==> src/rtl/pwm_pkg.sv <==
// pwm_pkg
// Shared definitions for the PWM capture slice: the default counter width and
// the capture state machine encoding used by pwm_capture.
package pwm_pkg;

  // Default bit width of CYCLE, DUTY and PHASE
  localparam int PWM_WIDTH_DEFAULT = 13;

  // Capture FSM states
  //   IDLE : no valid period loaded, nothing measured
  //   ARM  : period just loaded, waiting for the counter to sit at t==0
  //   MEAS : measuring one period after another
  typedef enum logic [1:0] {
    IDLE = 2'd0,
    ARM  = 2'd1,
    MEAS = 2'd2
  } pwm_state_t;

endpackage

==> src/rtl/pwm_period_counter.sv <==
// pwm_period_counter
// Holds the PWM period and the free-running position counter t inside it.
//
// Ports
//   i_clk    : clock, rising edge
//   i_rst    : asynchronous active-high reset
//   i_set    : load i_cycle as the new period and restart t at 0
//   i_cycle  : period in clocks
//   o_period : currently loaded period
//   o_t      : position inside the period, 0 .. period-1
//   o_wrap   : high while t sits at period-1 (last clock of the period)
module pwm_period_counter #(
  parameter int WIDTH = 13
) (
  input  logic             i_clk,
  input  logic             i_rst,
  input  logic             i_set,
  input  logic [WIDTH-1:0] i_cycle,
  output logic [WIDTH-1:0] o_period,
  output logic [WIDTH-1:0] o_t,
  output logic             o_wrap
);

  logic [WIDTH-1:0] r_period;
  logic [WIDTH-1:0] r_t;
  logic             w_wrap;

  // A zero period never wraps, so t simply parks at 0 until a real period
  // is loaded.
  assign w_wrap = (r_period != '0) && (r_t == r_period - WIDTH'(1));

  always_ff @(posedge i_clk or posedge i_rst) begin
    if (i_rst) begin
      r_period <= '0;
      r_t      <= '0;
    end else if (i_set) begin
      r_period <= i_cycle;
      r_t      <= '0;
    end else if (r_period != '0) begin
      r_t <= w_wrap ? '0 : r_t + WIDTH'(1);
    end
  end

  assign o_period = r_period;
  assign o_t      = r_t;
  assign o_wrap   = w_wrap;

endmodule

==> src/rtl/pwm_capture.sv <==
// pwm_capture
// Measures high time (DUTY) and first rising-edge position (PHASE) of a PWM
// waveform over each period of a programmable length, publishing a result
// with a one-clock VALID strobe at the end of every measured period.
//
// Ports
//   CLK    : clock, rising edge
//   RST    : asynchronous active-high reset
//   SET    : load CYCLE as the new period and restart measurement
//   CYCLE  : period in clocks
//   PWM_IN : waveform under measurement, synchronous to CLK
//   DUTY   : measured high time of the last published period
//   PHASE  : measured rising-edge position of the last published period
//   VALID  : one-clock strobe marking a new DUTY/PHASE
//   ERR    : sticky flag, a second rising edge was seen within one period
//
// Build option
//   PWM_CAPTURE_PHASE_INV_EN : when defined, PHASE is reported as
//   (period - rise_t) mod period instead of rise_t.
module pwm_capture
  import pwm_pkg::*;
#(
  parameter int WIDTH = PWM_WIDTH_DEFAULT
) (
  input  logic             CLK,
  input  logic             RST,
  input  logic             SET,
  input  logic [WIDTH-1:0] CYCLE,
  input  logic             PWM_IN,
  output logic [WIDTH-1:0] DUTY,
  output logic [WIDTH-1:0] PHASE,
  output logic             VALID,
  output logic             ERR
);

  logic [WIDTH-1:0] w_period;
  logic [WIDTH-1:0] w_t;
  logic             w_wrap;

  pwm_state_t       r_state;
  pwm_state_t       w_state_next;

  logic             r_prev;
  logic             r_seen;
  logic             r_valid;
  logic             r_err;
  logic [WIDTH-1:0] r_high;
  logic [WIDTH-1:0] r_rise_t;
  logic [WIDTH-1:0] r_duty;
  logic [WIDTH-1:0] r_phase;

  logic             w_meas;
  logic             w_rise;
  logic             w_seen_next;
  logic [WIDTH-1:0] w_high_next;
  logic [WIDTH-1:0] w_rise_t_next;
  logic [WIDTH-1:0] w_phase_pub;

  pwm_period_counter #(
    .WIDTH (WIDTH)
  ) u_period_counter (
    .i_clk    (CLK),
    .i_rst    (RST),
    .i_set    (SET),
    .i_cycle  (CYCLE),
    .o_period (w_period),
    .o_t      (w_t),
    .o_wrap   (w_wrap)
  );

  // ARM only ever lasts the single t==0 clock after a SET; that sample
  // already belongs to the first measured period, so it is counted here.
  always_comb begin
    w_meas        = (r_state == MEAS) || ((r_state == ARM) && (w_t == '0));
    w_rise        = w_meas && !r_prev && PWM_IN;
    w_high_next   = r_high;
    if (PWM_IN && (r_high < w_period)) begin
      w_high_next = r_high + WIDTH'(1);
    end
    w_seen_next   = r_seen | w_rise;
    w_rise_t_next = (w_rise && !r_seen) ? w_t : r_rise_t;
  end

  // Value published as PHASE, including a rise on the final sample.
  always_comb begin
    w_phase_pub = '0;
`ifdef PWM_CAPTURE_PHASE_INV_EN
    if (w_seen_next && (w_rise_t_next != '0)) begin
      w_phase_pub = w_period - w_rise_t_next;
    end
`else
    if (w_seen_next) begin
      w_phase_pub = w_rise_t_next;
    end
`endif
  end

  always_ff @(posedge CLK or posedge RST) begin
    if (RST) begin
      r_state <= IDLE;
    end else begin
      r_state <= w_state_next;
    end
  end

  // SET overrides everything, including an abort of a running period.
  always_comb begin
    w_state_next = r_state;
    if (SET) begin
      w_state_next = (CYCLE >= WIDTH'(2)) ? ARM : IDLE;
    end else begin
      case (r_state)
        ARM:     if (w_t == '0) w_state_next = MEAS;
        MEAS:    w_state_next = MEAS;
        default: w_state_next = r_state;
      endcase
    end
  end

  // Measurement datapath. SET wins over a simultaneous period-end publish,
  // and the previous-sample register runs continuously so edges that
  // straddle a period wrap are still seen.
  always_ff @(posedge CLK or posedge RST) begin
    if (RST) begin
      r_prev   <= 1'b0;
      r_seen   <= 1'b0;
      r_valid  <= 1'b0;
      r_err    <= 1'b0;
      r_high   <= '0;
      r_rise_t <= '0;
      r_duty   <= '0;
      r_phase  <= '0;
    end else begin
      r_prev  <= PWM_IN;
      r_valid <= 1'b0;
      if (SET) begin
        r_seen   <= 1'b0;
        r_err    <= 1'b0;
        r_high   <= '0;
        r_rise_t <= '0;
      end else if (w_meas) begin
        if (w_rise && r_seen) begin
          r_err <= 1'b1;
        end
        if (w_wrap) begin
          r_duty   <= w_high_next;
          r_phase  <= w_phase_pub;
          r_valid  <= 1'b1;
          r_seen   <= 1'b0;
          r_high   <= '0;
          r_rise_t <= '0;
        end else begin
          r_seen   <= w_seen_next;
          r_high   <= w_high_next;
          r_rise_t <= w_rise_t_next;
        end
      end
    end
  end

  assign DUTY  = r_duty;
  assign PHASE = r_phase;
  assign VALID = r_valid;
  assign ERR   = r_err;

endmodule

==> config.mk <==
export PLATFORM = sky130hd
export DESIGN_NAME = pwm_capture
export DESIGN_NICKNAME = d
export VERILOG_FILES = /design/src/rtl/pwm_pkg.sv /design/src/rtl/pwm_period_counter.sv /design/src/rtl/pwm_capture.sv
export SDC_FILE = /design/constraint.sdc
export NUM_CORES = 1
export LEC_CHECK = 0
export CORE_ASPECT_RATIO = 1.5
export CORE_UTILIZATION = 58
export CTS_CLUSTER_DIAMETER = 50
export DETAILED_ROUTE_END_ITERATION = 10
export DONT_BUFFER_PORTS = 1
export PLACE_DENSITY = 0.76
export SLEW_MARGIN = 15
export SYNTH_ARGS = -nofsm -noshare
export SYNTH_HDL_FRONTEND = slang
export SYNTH_SLANG_ARGS = --single-unit
==> constraint.sdc <==
create_clock -name CLK -period 3.8 [get_ports CLK]
set_input_delay 0.95 -clock CLK [delete_from_list [all_inputs] [get_ports CLK]]
set_output_delay 0.95 -clock CLK [all_outputs]
set_load 0.005 [all_outputs]
=== After elaboration in Yosys (flattened, before gate mapping) ===
Cells that the tools add are included.

* $add $sub $neg: 3
* Bitwise operators: 2
* Order comparisons: 2
* Multiplexer cells: 25
* Shift operators: 0
* Reduce and logical (&&, ||, !) cells: 19
* Eq/ne operators: 4
* Multiply operators: 0
* Div/mod/pow operators: 0

{| class="wikitable"
|+ Operators with widths
! kind !! number
|-
| $mux W13 || 12
|-
| $add A13 B1 Y13 const B || 2
|-
| $eq A13 B13 Y1 || 1
|-
| $ge A13 B2 Y1 const B || 1
|-
| $logic_not A13 Y1 || 1
|-
| $lt A13 B13 Y1 || 1
|-
| $reduce_bool A13 Y1 || 1
|-
| $sub A13 B1 Y13 const B || 1
|-
| $mux W1 || 10
|-
| $logic_and A1 B1 Y1 || 7
|-
| $reduce_bool A2 Y1 || 3
|-
| $mux W2 || 2
|-
| $pmux W2 S2 || 1
|-
| $reduce_and A2 Y1 || 2
|-
| $ne A3 B2 Y1 const B || 1
|-
| $reduce_and A3 Y1 || 1
|-
| $reduce_bool A3 Y1 || 1
|-
| $eq A2 B1 Y1 const B || 1
|-
| $eq A2 B2 Y1 const B || 1
|-
| $logic_not A1 Y1 || 2
|-
| $logic_or A1 B1 Y1 || 1
|-
| $not A1 Y1 || 1
|-
| $or A1 B1 Y1 || 1
|}

* Latch bits: 0
* Bits in read-only memories: 0
* Input bits: 17
* Bits in writable memories: 0
* Flip-flop bits (word level): 84
* Memories kept: 0
* Output and inout bits: 28
* Word-level logic and storage cells: 66

=== Longest topological paths before layout ===
Gate-level depths: netlist (run 1).

* Depth in word-level cells: 10
* Mapped depth: 14
* Depth with buffers taken out: 9

=== Hierarchy ===
A second synthesis (run 1) with hierarchy kept.

* Cells, all modules: 507
* Area total of the unflattened synthesis: 4,727.0 um^2

{| class="wikitable"
|+ By module, submodules not included
! module !! area each (um^2) !! cells an instance !! sequential area each (um^2) !! times used
|-
| pwm_capture || 3,035.4 || 319 || 1,451.4 || 1
|-
| pwm_period_counter || 1,691.6 || 188 || 650.6 || 1
|}

=== Least setup slack after synthesis (run 1) ===
Ideal clock, no wire load.

* Path kind: register to register
* From: register u_period_counter.r_period[0] (netlist: u_period_counter.o_period[0])
* To: register r_duty[0] (netlist: DUTY[0])
* Path slack: 0.005 ns
* Data required time: 3.675 ns
* Library setup time: 0.125 ns
* Cell stages (with the launch flop): 15
* Period minus slack after synthesis: 3.795 ns
* Arrival time: 3.670 ns
* Buffers on the path: 5
* Cell sequence: dfrtp_1 -> clkbuf_1 -> inv_1 -> ha_1 -> buf_2 -> or3b_1 -> nor4b_1 -> xnor2_1 -> or4b_1 -> or4_1 -> clkbuf_1 -> or2_1 -> buf_6 -> buf_6 -> mux2_4

* Cells in the longest elaborated chain, start to end: 4
* Elaborated cells on any way between the ends: 8
* Those cells by class: add/sub: 1; order compare: 1; eq/ne: 1; mux: 1; reduce/logical: 4

{| class="wikitable"
|+ RTL lines
! item !! line !! text
|-
| start, declared || pwm_period_counter.sv:24 || <nowiki>logic [WIDTH-1:0] r_period;</nowiki>
|-
| start signal, assigned || pwm_period_counter.sv:37 || <nowiki>r_period <= i_cycle;</nowiki>
|-
| $sub A13 B1 Y13 || pwm_period_counter.sv:30 || <nowiki>assign w_wrap = (r_period != '0) && (r_t == r_period - WIDTH'(1));</nowiki>
|-
| $eq A13 B13 Y1 || pwm_period_counter.sv:30 ||
|-
| $logic_and A1 B1 Y1 || pwm_period_counter.sv:30 ||
|-
| $reduce_and A3 Y1 (no source line) || - ||
|-
| end signal, assigned || pwm_capture.sv:146 || <nowiki>r_duty <= w_high_next;</nowiki>
|-
| end, declared || pwm_capture.sv:49 || <nowiki>logic [WIDTH-1:0] r_duty;</nowiki>
|}

Several ways; a longest one is shown, not always the timed one.
A chain may end at the register's enable or synchronous reset.

=== Final worst setup path (run 1) ===
* From: register u_period_counter.r_period[0] (netlist: u_period_counter.o_period[0])
* To: register r_duty[2] (netlist: DUTY[2])

The elaborated chain is that of the path after synthesis.

==> summary.md, run 1 <==
| Metric | Value |
|---|---|
| Outcome | completed |
| Vias | 4139 |
| WS Path Type | flop to flop |
| Synth cell types | 56 |
| Crit. End Element | flop |
| Final GP Congestion | 0.916 |
| Final setup violating endpoints | 0 |
| Vias in the first global route | 4028 |
| Total Wirelength | 12300 um |
| Setup bufs post-CTS | 0 |
| All-Layer GR Usage | 28.7% |
| Share of cells above drive strength 1 | 9.39% |
| Flip-flop and latch count after synthesis | 84 |
| Place WS | 0.163 ns |
| Overflow after GRT | 0 |
| Cts bufs inserted | 9 |
| Number of routed nets with antenna violations | 0 |
| Worst clock skew | 0.00819 ns |
| Clock Path Buffers | 2 |
| Area growth syn-to-layout | 7.15% |
| Initial antenna violation count | 0 |
| TritonCTS clock tree | yes |
| Clock Pin Slew Worst Setup and Hold Paths | 0.06 ns |
| I/O pin total | 45 |
| Register area share after synthesis | 41.8% |
| RSZ-0062 raised after global routing | false |
| CTS sink count | 84 |
| Clk_lat worst skew | 0.33 ns |
| Cell Pwr Density | 380 mW/mm^2 |
| Peak supply drop | 0.000312 V |
| Cells after Synth | 530 |
| Starting Density | 59.7% |
| Min Tclk post-route | 3.60 ns |
| Die height | 116 um |
| Highest Clock Rate | 278 MHz |
| Synthesized cell area | 0.00502 sq mm |
| CP max FO | 26 |
| Avg Cell Area, Syn | 9.48 sq um |
| Worst path required time | 4.02 ns |
| TNS Setup | 0 ns |
| Clock Tree Root | clkbuf_16 |
| ANT cells | 0 |
| CP arrival | 3.81 ns |
| Final hold violations | 0 |
| Avg Vias per Cell | 6.58 |
| Die width | 78.0 um |
| Metal2 WL | 5780 um |
| Met3 routed wirelength | 709 um |
| CP startpoint kind | flop |
| Die area | 0.00905 sq mm |
| Yosys Warn Count | 0 |
| Nets | 550 |
| Filler Cell Count | 715 |
| Max Used Layer | met4 |
| Total power | 2050 uW |
| Drt wl/cell | 19.6 um |
| Total of max-cap violations | 0 |
| Syn nets | 563 |
| Final worst setup slack | 0.205 ns |
| Placed Cells | 613 |
| Final Non-Filler Cells | 629 |
| Count of flip-flops with a built-in enable after synthesis | 0 |
| Asr flop ratio synth | 100% |
| Largest net degree at the start of global routing | 45 |
| First-pass GRT wire length | 20000 um |
| Worst slew pin tran | 0.916 ns |
| Row Count | 41 |
| Port-buffer cells | 0 |
| Initial DRT Pass Iterations | 5 |
| DRC viols | 0 |
| Post-synth top flop | dfrtp_1 |
| Final Util | 64.0% |
| Post-DP HPWL | 8470 um |
| Fin. max-slew vios | 0 |
| Slew HR | 38.7% |
| Final period utilization | 94.6% |
| Routed met1 length | 5450 um |
| DRT iter0 DRCs | 264 |
| Cts hold-fix bufs | 0 |
| Worst min path class | flop to flop |
| Core Box Area | 0.00841 sq mm |
| CTS H-tree lvls | 3 |
| LEAKAGE | 0.00252 uW |
## per-stage QoR
stage / hold WS (ns) / instance area, sq um
final: 0.506 / 5380
after global routing: 0.520 / 5380
after CTS: 0.507 / 5380
after detailed placement: 0.490 / 5100
after global placement: 0.487 / 5100
after floorplan: 0.472 / 5020
## path summary, 6_finish.rpt
kind | startpoint | end | slack [ns] | depth (start not counted)
hold / removal | r_rise_t[12] | r_rise_t[12] | 0.51 | 1
setup reg to reg | u_period_counter.o_period[0] | DUTY[2] | 0.20 | 9
setup / recovery | u_period_counter.o_period[0] | DUTY[2] | 0.20 | 9
min in group asynchronous | RST | r_rise_t[6] | 0.61 | 1
hold reg to reg | r_rise_t[12] | r_rise_t[12] | 0.51 | 1
max in group asynchronous | RST | r_seen | 2.42 | 2
## report_power, final
group / internal [uW] / switching (uW)
Clock: 510 / 333
Combinational: 90.0 / 163
Sequential: 917 / 35.2
Total: 1520 / 531
## Yosys cell counts, types with 3 or more instances
library cell | number | area share, %
a31oi_1 | 6 | 0.75
mux2_4 | 6 | 1.8
buf_2 | 6 | 0.60
nand3_1 | 28 | 2.8
xnor2_1 | 25 | 4.4
a211oi_1 | 3 | 0.45
nor4_1 | 24 | 3.0
a21oi_1 | 7 | 0.70
and4_1 | 4 | 0.70
nor3_1 | 5 | 0.50
mux2i_1 | 16 | 3.2
dfrtp_1 | 84 | 42
nor4b_1 | 5 | 0.87
a22o_1 | 17 | 3.0
nor2_1 | 33 | 2.5
a31o_2 | 5 | 0.87
nand4_1 | 18 | 2.2
clkbuf_1 | 29 | 2.2
nor2b_1 | 7 | 0.87
inv_1 | 19 | 1.4
nand4b_1 | 5 | 0.87
a211o_1 | 3 | 0.52
o211ai_1 | 5 | 0.75
xor2_1 | 10 | 1.7
a21o_1 | 15 | 2.2
mux2_2 | 6 | 1.3
or3_1 | 3 | 0.37
and2_1 | 5 | 0.62
a221o_1 | 3 | 0.60
ha_1 | 16 | 4.0
and3_1 | 14 | 1.7
nand2_1 | 41 | 3.1
o21ai_0 | 27 | 2.7
buf_6 | 3 | 0.67
## cells in the final DEF (no fill, tap or decap), drive strengths merged, types with 10 or more instances in the layout
master	Yosys	routed
dfrtp	84	84
nand2	41	41
nor2	33	33
o21ai	29	29
nand3	28	28
xnor2	25	25
nor4	24	24
inv	19	18
nand4	18	18
a22o	17	17
mux2i	16	16
ha	16	16
a21o	15	15
and3	14	14
buf	9	14
clkbuf	29	14
mux2	12	12
xor2	10	10
## worst max-delay path, stage by stage (launching register included)
cell and delay, ns:
dfrtp_1 0.38, buf_4 0.19, nor4_1 0.66, nand3_1 0.20
xnor2_1 0.18, or4b_1 0.52, or4_1 0.54, or2_1 0.23
buf_4 0.24, mux2_4 0.33
## cell type report
class	instances	area (sq um)	area share [%]
Sequential cell	84	2100	39.1
Tap cell	107	134	2.49
Clock inverter	2	35.0	0.651
Inverter	19	72.6	1.35
Timing Repair Buffer	14	105	1.95
Clock buffer	14	244	4.53
Multi-Input combinational cell	389	2690	50.0
## per-layer routing
layer,global-route usage (%),vias up
met1,38.1,2047
met2,45.8,151
met3,4.41,30
met5,0,-
li1,-,1911
met4,14.9,0
## state kept, by name, indices dropped and copies added, names as in the netlist
signal                     flops
ERR                            1
u_period_counter.o_t          13
r_high                        13
u_period_counter.o_period     13
r_rise_t                      13
DUTY                          13
r_seen                         1
r_state                        2
VALID                          1
PHASE                         13
r_prev                         1
## timing repair
| action | 4_1_cts | 5_1_grt |
|---|---|---|
| resized for setup | 0 | 1 |
| endpoints found under the setup margin | 0 | 17 |
| hold endpoints to repair | 0 | 0 |
## kinds of logic (layout without fill, tap and decap cells)
| group | count (synthesis) | count (layout) | share of synthesized area, % |
|---|---|---|---|
| AND/OR/NAND/NOR | 204 | 204 | 21.9 |
| AO/OA/AOI/OAI | 106 | 106 | 14.9 |
| flip-flops | 84 | 84 | 41.8 |
| buffers and inverters | 57 | 49 | 4.86 |
| XOR/XNOR | 35 | 35 | 6.10 |
| multiplexers | 28 | 28 | 6.33 |
| adder cells (fa/ha/maj) | 16 | 16 | 3.99 |
No activity file was read; power rests on OpenSTA's default activity.
==> inputs of run 2 (changes only) <==
--- a/config.mk
+++ b/config.mk
@@ -6,11 +6,9 @@
 export NUM_CORES = 1
 export LEC_CHECK = 0
 export CORE_ASPECT_RATIO = 1.5
-export CORE_UTILIZATION = 58
-export CTS_CLUSTER_DIAMETER = 50
+export CORE_UTILIZATION = 35
 export DETAILED_ROUTE_END_ITERATION = 10
 export DONT_BUFFER_PORTS = 1
-export PLACE_DENSITY = 0.76
 export SLEW_MARGIN = 15
 export SYNTH_ARGS = -nofsm -noshare
 export SYNTH_HDL_FRONTEND = slang
==> constraint.sdc (replaced) <==
create_clock -name CLK -period 3.6 [get_ports CLK]
set_input_delay 0.9 -clock CLK [delete_from_list [all_inputs] [get_ports CLK]]
set_output_delay 0.9 -clock CLK [all_outputs]
set_load 0.005 [all_outputs]
==> summary.md, run 2 (same netlist as run 1, synthesis figures left out) <==
| Metric | Value |
|---|---|
| CP arrival | 3.66 ns (-0.15 ns) |
| Fin. max-slew vios | 0 (unchanged) |
| Min Tclk post-route | 3.45 ns (-0.149 ns) |
| Crit. End Element | flop |
| LEAKAGE | 0.00257 uW (+2.2%) |
| Number of routed nets with antenna violations | 0 (unchanged) |
| CTS sink count | 84 (unchanged) |
| Total of max-cap violations | 0 (unchanged) |
| Initial antenna violation count | 0 (unchanged) |
| Post-DP HPWL | 9230 um (+9.1%) |
| CP startpoint kind | flop |
| Vias in the first global route | 4070 (+1.0%) |
| Outcome | completed |
| Worst min path class | flop to flop |
| Nets | 552 (+0.36%) |
| Filler Cell Count | 1374 (+92%) |
| Final GP Congestion | 0.834 (-8.9%) |
| Worst slew pin tran | 0.961 ns (+0.0453 ns) |
| Clk_lat worst skew | 0.34 ns (about the same) |
| CP max FO | 26 (unchanged) |
| All-Layer GR Usage | 18.0% (-11 points) |
| Die width | 99.8 um (+28%) |
| Highest Clock Rate | 290 MHz (+4.3%) |
| Overflow after GRT | 0 (unchanged) |
| Commonest cells after routing, fill and taps aside | dfrtp_1 (84), nand2_1 (41), nor2_1 (33), nand3_1 (28), o21ai_0 (27) |
| Clock Path Buffers | 2 (unchanged) |
| Cts bufs inserted | 9 (unchanged) |
| Largest net degree at the start of global routing | 61 (+36%) |
| Worst path required time | 3.82 ns (-0.20 ns) |
| Peak supply drop | 0.000290 V (-7.2%) |
| DRT iter0 DRCs | 202 (-23%) |
| Core Box Area | 0.0140 sq mm (+66%) |
| Share of cells above drive strength 1 | 11.5% (+2.1 points) |
| Drt wl/cell | 18.0 um (-8.1%) |
| Avg Vias per Cell | 5.69 (-14%) |
| Vias | 4072 (-1.6%) |
| WS Path Type | flop to flop |
| DRC viols | 0 (unchanged) |
| Die height | 149 um (+28%) |
| First-pass GRT wire length | 20900 um (+4.2%) |
| TritonCTS clock tree | yes |
| Area growth syn-to-layout | 11.9% |
| TNS Setup | 0 ns (unchanged) |
| Clock Tree Root | clkbuf_16 |
| Initial DRT Pass Iterations | 4 (-1) |
| CTS H-tree lvls | 3 (unchanged) |
| Total Wirelength | 12900 um (+4.6%) |
| Final setup violating endpoints | 0 (unchanged) |
| Row Count | 53 (+29%) |
| Port-buffer cells | 0 (unchanged) |
| I/O pin total | 45 (unchanged) |
| Total power | 2320 uW (+13%) |
| Final Util | 40.2% (-24 points) |
| Die area | 0.0148 sq mm (+64%) |
| Final period utilization | 95.7% (+1.1 points) |
| Most common cell after layout, fill and taps aside | dfrtp_1 |
| Final hold violations | 0 (unchanged) |
| Cell Pwr Density | 413 mW/mm^2 (+8.4%) |
| Slew HR | 35.9% (-2.8 points) |
| Clock Pin Slew Worst Setup and Hold Paths | 0.06 ns (about the same) |
| Starting Density | 35.9% (-24 points) |
| ANT cells | 0 (unchanged) |
| Worst clock skew | 0.00844 ns (+0.000244 ns) |
==> run 2: changes by cell type in the layout (fill, tap and decap cells not counted), sizes merged <==
cell	previous run	this run
buf	14	16
bufinv	1	2
clkbuf	14	11
clkinvlp	0	2
==> run 2: area by class of cell <==
cell class              count  area [sq um]  area share [%]
flip-flops and latches     84          2100            37.4
clock buffers              11           253            4.50
well taps                 192           240            4.27
repair buffers             16           149            2.65
multi-input cells         389          2720            48.4
inverters                  19          75.1            1.34
clock inverters             5          83.8            1.49
==> run 2: path summary, 6_finish.rpt <==
kind	from	to	slack [ns]	cells after the start
setup / recovery	u_period_counter.o_period[1]	DUTY[12]	0.15	10
hold / removal	r_rise_t[9]	r_rise_t[9]	0.51	1
setup reg to reg	u_period_counter.o_period[1]	DUTY[12]	0.15	10
hold reg to reg	r_rise_t[9]	r_rise_t[9]	0.51	1
max in group asynchronous	RST	r_high[2]	2.29	2
min in group asynchronous	RST	PHASE[7]	0.63	1
==> run 2: worst max-delay path: stages, from the launching register on <==
cell     delay (ns)
dfrtp_1        0.37
inv_1          0.13
ha_4           0.20
or3b_4         0.42
nor4b_4        0.26
xnor2_1        0.19
or4b_1         0.47
or4_4          0.52
or2_1          0.24
buf_6          0.19
mux2_4         0.32
==> run 2: through the flow <==
stage / hold WS [ns] / worst slack (ns) / instance area, sq um / cells
global placement: 0.487 / 0.105 / 5270 / 699
finish: 0.508 / 0.153 / 5620 / 716
floorplan: 0.472 / 0.000101 / 5080 / 530
detailed placement: 0.492 / 0.0489 / 5270 / 699
global route: 0.521 / -0.0466 / 5620 / 716
CTS: 0.509 / 0.0120 / 5610 / 715
==> run 2: report_power, final <==
| group | internal, uW | leakage, uW | switching, uW | total [uW] |
|---|---|---|---|---|
| Clock | 647 | 0.000158 | 385 | 1030 |
| Combinational | 104 | 0.00127 | 175 | 279 |
| Sequential | 967 | 0.00114 | 40.1 | 1010 |
==> run 2: what timing repair did <==
item | CTS | global route
endpoints found under the setup margin | 0 | 33
gates resized for setup | 0 | 2
hold buffers | 0 | 0
buffers inserted | 0 | 1
==> run 2: per-layer routing <==
layer / vias to the layer above / GRT usage (%) / share of wire [%]
met1: 2038 / 21.7 / 42
met4: 0 / 7.57 / 3.1
met5: - / 0 / 0
met2: 91 / 31.6 / 52
li1: 1916 / - / -
met3: 27 / 2.72 / 2.8
